--- src/rtl/sub_pkg.sv ---
// Shared types for the bit-serial subtractor.
// Holds the FSM state encoding and the default operand width.
package sub_pkg;

  typedef enum logic [1:0] {
    IDLE  = 2'd0,
    SHIFT = 2'd1,
    DONE  = 2'd2
  } state_t;

  localparam int W_DEF = 4;

endpackage

--- src/rtl/fs_bit.sv ---
// Combinational 1-bit full subtractor: d = x - y - bi, bo = borrow out.
// Ports: x, y, bi in; d, bo out.
module fs_bit (
  input  logic x,
  input  logic y,
  input  logic bi,
  output logic d,
  output logic bo
);

  assign d  = x ^ y ^ bi;
  assign bo = (~x & y) | (~(x ^ y) & bi);

endmodule

--- src/rtl/serial_sub_seq.sv ---
// Bit-serial subtractor: diff = a - b - b_in, one bit per clock, LSB first.
// Ports: clk, rst, start/a/b/b_in in; ready, busy, done, diff, b_out, ovf out.
module serial_sub_seq
  import sub_pkg::*;
#(
  parameter  int W  = W_DEF,
  localparam int CW = $clog2(W) + 1
) (
  input  logic         clk,
  input  logic         rst,
  input  logic         start,
  input  logic [W-1:0] a,
  input  logic [W-1:0] b,
  input  logic         b_in,
  output logic         ready,
  output logic         busy,
  output logic         done,
  output logic [W-1:0] diff,
  output logic         b_out,
  output logic         ovf
);

  state_t         r_state;
  logic [W-1:0]   r_sa;
  logic [W-1:0]   r_sb;
  logic [W-1:0]   r_res;
  logic           r_borrow;
  logic [CW-1:0]  r_cnt;
  logic           r_amsb;
  logic           r_bmsb;
  logic           r_ready;
  logic           r_busy;
  logic           r_done;
  logic [W-1:0]   r_diff;
  logic           r_bout;
  logic           r_ovf;

  logic           w_d;
  logic           w_bo;
  logic [W-1:0]   w_res_nxt;

  fs_bit u_fs (
    .x  (r_sa[0]),
    .y  (r_sb[0]),
    .bi (r_borrow),
    .d  (w_d),
    .bo (w_bo)
  );

  assign w_res_nxt = {w_d, r_res[W-1:1]};

  always_ff @(posedge clk) begin
    if (rst) begin
      r_state  <= IDLE;
      r_sa     <= '0;
      r_sb     <= '0;
      r_res    <= '0;
      r_borrow <= 1'b0;
      r_cnt    <= '0;
      r_amsb   <= 1'b0;
      r_bmsb   <= 1'b0;
      r_ready  <= 1'b1;
      r_busy   <= 1'b0;
      r_done   <= 1'b0;
      r_diff   <= '0;
      r_bout   <= 1'b0;
      r_ovf    <= 1'b0;
    end else begin
      unique case (r_state)
        IDLE: begin
          if (start) begin
            r_sa     <= a;
            r_sb     <= b;
            r_borrow <= b_in;
            r_cnt    <= '0;
            r_amsb   <= a[W-1];
            r_bmsb   <= b[W-1];
            r_ready  <= 1'b0;
            r_busy   <= 1'b1;
            r_state  <= SHIFT;
          end
        end
        SHIFT: begin
          r_sa     <= r_sa >> 1;
          r_sb     <= r_sb >> 1;
          r_borrow <= w_bo;
          r_res    <= w_res_nxt;
          r_cnt    <= r_cnt + CW'(1);
          // Last bit: publish results from the staged register
          // so outputs stay frozen while shifting.
          if (r_cnt == CW'(W - 1)) begin
            r_diff  <= w_res_nxt;
            r_bout  <= w_bo;
            r_ovf   <= (r_amsb != r_bmsb) && (w_d != r_amsb);
            r_done  <= 1'b1;
            r_state <= DONE;
          end
        end
        DONE: begin
          r_done  <= 1'b0;
          r_busy  <= 1'b0;
          r_ready <= 1'b1;
          r_state <= IDLE;
        end
        default: begin
          r_done  <= 1'b0;
          r_busy  <= 1'b0;
          r_ready <= 1'b1;
          r_state <= IDLE;
        end
      endcase
    end
  end

  assign ready = r_ready;
  assign busy  = r_busy;
  assign done  = r_done;
  assign diff  = r_diff;
  assign b_out = r_bout;
  assign ovf   = r_ovf;

endmodule

--- config.mk ---
export PLATFORM = sky130hd
export DESIGN_NAME = serial_sub_seq
export DESIGN_NICKNAME = d
export VERILOG_FILES = /design/src/rtl/sub_pkg.sv /design/src/rtl/fs_bit.sv /design/src/rtl/serial_sub_seq.sv
export SDC_FILE = /design/constraint.sdc
export NUM_CORES = 1
export LEC_CHECK = 0
export CAP_MARGIN = 20
export CELL_PAD_IN_SITES_DETAIL_PLACEMENT = 0
export CELL_PAD_IN_SITES_GLOBAL_PLACEMENT = 1
export CORE_UTILIZATION = 35
export DETAILED_ROUTE_END_ITERATION = 12
export GPL_TIMING_DRIVEN = 0
export PLACE_DENSITY_LB_ADDON = 0.1
export SKIP_CTS_REPAIR_TIMING = 1
export SLEW_MARGIN = 0
export SYNTH_ARGS = -nofsm -noshare
export SYNTH_HDL_FRONTEND = slang
export SYNTH_SLANG_ARGS = --single-unit
--- constraint.sdc ---
create_clock -name clk -period 2.3 [get_ports clk]
set_input_delay 0.345 -clock clk [delete_from_list [all_inputs] [get_ports clk]]
set_output_delay 0.345 -clock clk [all_outputs]
set_load 0.01 [all_outputs]
==> flow_results.xml <==
<?xml version="1.0" encoding="UTF-8"?>
<metrics>
  <group name="sta">
    <metric name="timing_worst_slew_pin_value" unit="ns">0.5695</metric>
    <metric name="final.period_utilization" unit="%">69.25</metric>
    <metric name="timing_max_transition_violations_final" unit="">0</metric>
    <metric name="max-slew-margin-rel" unit="%">61.95</metric>
    <metric name="finalSetupTns" unit="ns">0</metric>
    <metric name="worst_hold_slack" unit="ns">0.2857</metric>
    <metric name="fmax" unit="GHz">0.6278</metric>
    <metric name="finalHoldViolCount" unit="">0</metric>
    <metric name="period_needed" unit="ns">1.593</metric>
    <metric name="grt_setup_unrepaired" unit="">false</metric>
    <metric name="finClkSkew" unit="ns">0.01270</metric>
    <metric name="setup_violations" unit="">0</metric>
  </group>
  <group name="power_and_ir_drop">
    <metric name="power.density_cell_area" unit="nW/um^2">620.1</metric>
    <metric name="vdd.ir_drop.worst" unit="V">0.0002787</metric>
    <metric name="leakage_power_figure" unit="nW">0.5499</metric>
  </group>
  <group name="floorplan">
    <metric name="chipHeight" unit="um">60.43</metric>
    <metric name="rows" unit="">20</metric>
    <metric name="core_area" unit="um^2">3153</metric>
    <metric name="die-width" unit="um">60.43</metric>
    <metric name="die_area" unit="um^2">3652</metric>
    <metric name="floorplan.io_pins" unit="">21</metric>
    <metric name="floorplan.initialDensity" unit="%">37.90</metric>
  </group>
  <group name="cells_and_area">
    <metric name="mostFrequentLayoutCell" unit="">sky130_fd_sc_hd__dfxtp_1</metric>
    <metric name="layoutNonFillerInstCount" unit="">186</metric>
    <metric name="area_growth" unit="%">23.56</metric>
    <metric name="drive_above_1_share" unit="%">14.79</metric>
    <metric name="final_net_count" unit="">158</metric>
    <metric name="antenna_cells" unit="">0</metric>
    <metric name="layout.cells.most_common_list" unit="">28 x sky130_fd_sc_hd__dfxtp_1, 19 x sky130_fd_sc_hd__clkdlybuf4s50_1, 11 x sky130_fd_sc_hd__mux2i_1, 11 x sky130_fd_sc_hd__a21oi_1, 11 x sky130_fd_sc_hd__nor2_1</metric>
  </group>
  <group name="synthesis">
    <metric name="synthesis.nets" unit="">134</metric>
    <metric name="synthesized_area_divided_by_synthesized_cell_count" unit="um^2">10.04</metric>
    <metric name="yosys_synthesis_warning_count" unit="">0</metric>
    <metric name="cell_types_occupying_the_most_area_after_synthesis" unit="">sky130_fd_sc_hd__dfxtp_1 47%, sky130_fd_sc_hd__mux2i_1 9.2%, sky130_fd_sc_hd__a21oi_1 4.6%, sky130_fd_sc_hd__a211oi_2 4.2%, sky130_fd_sc_hd__nor2_1 3.5%</metric>
    <metric name="synth_largest_type_area_fraction" unit="%">46.91</metric>
    <metric name="postSynthRegisterBits" unit="">28</metric>
    <metric name="number_of_enable_type_register_cells_in_the_synthesized_netlist" unit="">0</metric>
    <metric name="synthDominantAreaCellType" unit="">sky130_fd_sc_hd__dfxtp_1</metric>
    <metric name="ys_types" unit="">29</metric>
    <metric name="synth_async_reset_ratio" unit="%">0</metric>
    <metric name="synth.yosys.seq_area_share" unit="%">46.91</metric>
    <metric name="synth_cells" unit="">119</metric>
    <metric name="synthFlopType" unit="">sky130_fd_sc_hd__dfxtp_1</metric>
    <metric name="syn-cell-area" unit="um^2">1195</metric>
  </group>
  <group name="drt">
    <metric name="top_layer_used" unit="">met4</metric>
    <metric name="met1_length" unit="mm">1.207</metric>
    <metric name="met3WireLength" unit="um">99</metric>
    <metric name="remaining_drc_errors" unit="">0</metric>
    <metric name="wl_per_cell" unit="um">12.59</metric>
    <metric name="first_pass_iters" unit="">4</metric>
    <metric name="antenna_violating_nets_post_route" unit="">0</metric>
    <metric name="dr.first_iter.drc_count" unit="">28</metric>
    <metric name="met2_length" unit="mm">1.016</metric>
    <metric name="viasPerCell" unit="">4.683</metric>
    <metric name="num_vias" unit="">871</metric>
    <metric name="routed_wirelength" unit="mm">2.342</metric>
  </group>
  <group name="clock_network">
    <metric name="cts_sink_count" unit="">28</metric>
    <metric name="cts_tree" unit="">built</metric>
    <metric name="cts_inserted_buffers" unit="">3</metric>
    <metric name="clock_insertion_delay_worst_skew" unit="ns">0.33</metric>
    <metric name="cts.clk_slew.worst_paths" unit="ns">0.16</metric>
    <metric name="htree_num_levels" unit="">1</metric>
    <metric name="cts.root.buffer_cell" unit="">sky130_fd_sc_hd__clkbuf_4</metric>
    <metric name="clk_path_buf_depth" unit="">2</metric>
  </group>
  <group name="global_route">
    <metric name="grt_pass1_vias" unit="">839</metric>
    <metric name="globalRouteOverflowTotal" unit="">0</metric>
    <metric name="number_of_antenna_violations_at_the_first_check_in_global_routing" unit="">0</metric>
    <metric name="first_pass_grt_wire_length" unit="mm">3.974</metric>
    <metric name="grt_max_degree" unit="">16</metric>
    <metric name="grtUsageTotal" unit="%">14.99</metric>
  </group>
  <group name="worst_setup_path">
    <metric name="timing.critical_path.required" unit="ns">2.54</metric>
    <metric name="timing.critical_path.fanout_max" unit="">8</metric>
    <metric name="worst_setup_path_end_kind" unit="">flip-flop</metric>
    <metric name="timing.setup.critical_path_class" unit="">reg2reg</metric>
    <metric name="worst_path_arrival" unit="ns">1.83</metric>
    <metric name="cp-start-kind" unit="">flip-flop</metric>
  </group>
  <group name="run">
    <metric name="drv_cap" unit="">0</metric>
  </group>
  <group name="run_status">
    <metric name="run_status" unit="">complete, no violations</metric>
  </group>
  <group name="placed_design">
    <metric name="inst_count_dp" unit="">182</metric>
    <metric name="port_buffers" unit="">19</metric>
    <metric name="globalplace.congestion" unit="">0.6960</metric>
    <metric name="detailed_place_hpwl" unit="mm">1.690</metric>
  </group>
  <group name="min_path">
    <metric name="hold_path.class" unit="">in2reg</metric>
  </group>
</metrics>
## layer usage
layer | global-route usage [%] | up-vias
met5 | 0 | -
met4 | 3.896 | 0
met3 | 4.691 | 2
met2 | 22.45 | 20
met1 | 20.98 | 389
li1 | - | 460
## cells in the mapped netlist, types with 3 or more instances
cell type,instances
sky130_fd_sc_hd__a211oi_1,5
sky130_fd_sc_hd__o21ai_0,3
sky130_fd_sc_hd__buf_6,3
sky130_fd_sc_hd__a211oi_2,4
sky130_fd_sc_hd__a21oi_1,11
sky130_fd_sc_hd__inv_1,6
sky130_fd_sc_hd__nor2_2,4
sky130_fd_sc_hd__mux2i_1,11
sky130_fd_sc_hd__nand2_1,9
sky130_fd_sc_hd__nand3_1,3
sky130_fd_sc_hd__nor2_1,11
sky130_fd_sc_hd__dfxtp_1,28
## flip-flops by register name (all words and copies together) (netlist names)
signal,cells
diff,4
r_sa,4
r_sb,4
r_cnt,3
r_res,3
r_state,2
b_out,1
busy,1
done,1
ovf,1
r_amsb,1
r_bmsb,1
r_borrow,1
ready,1
## critical path: stages (launching register included)
cell                       delay, ns
sky130_fd_sc_hd__dfxtp_1        0.38
sky130_fd_sc_hd__ha_1           0.15
sky130_fd_sc_hd__ha_1           0.13
sky130_fd_sc_hd__clkbuf_1       0.32
sky130_fd_sc_hd__nand3b_2       0.24
sky130_fd_sc_hd__a21oi_1        0.18
sky130_fd_sc_hd__a211oi_1       0.10
## final cells by class
cell class / instances / area (um^2)
fill: 342 / 1677
buffer: 8 / 71.32
clock buffer: 4 / 36.28
tap: 44 / 55.05
sequential: 28 / 560.5
inverter: 6 / 22.52
timing repair buffer: 19 / 190.2
multi-input combinational: 77 / 540.5
## power breakdown
part	internal, W	leakage (nW)	switching (W)
clock	0.0000970	0.0210	0.000147
combinational	0.0000747	0.300	0.0000710
sequential	0.000510	0.229	0.0000159
## metrics by stage
| step | instance area (um^2) | power [W] | worst slack (ns) | utilization (%) |
|---|---|---|---|---|
| global placement | 1440 | 0.0006822 | 0.6313 | 45.67 |
| global route | 1476 | 0.0009720 | 0.5849 | 46.83 |
| detailed placement | 1440 | 0.0006845 | 0.6184 | 45.67 |
| CTS | 1476 | 0.0009322 | 0.6871 | 46.83 |
| finish | 1476 | 0.0009155 | 0.7072 | 46.83 |
| floorplan | 1195 | 0.0006361 | 0.9525 | - |
## final timing paths
kind,startpoint,end,slack [ns],cells past startpoint
max reg2reg,r_cnt[0],ovf,0.71,6
min,rst,r_sb[0],0.29,2
max,r_cnt[0],ovf,0.71,6
min reg2reg,r_sa[3],r_sa[3],0.47,2
## logic make-up after synthesis
logic type	synth area share [%]
muxes	9.215
DFF	46.91
and+or+nand+nor	13.61
adders and majority gates	3.769
buffers and inverters	7.853
AOI/OAI and AO/OA	18.64
(Power assumes the default switching activity.)
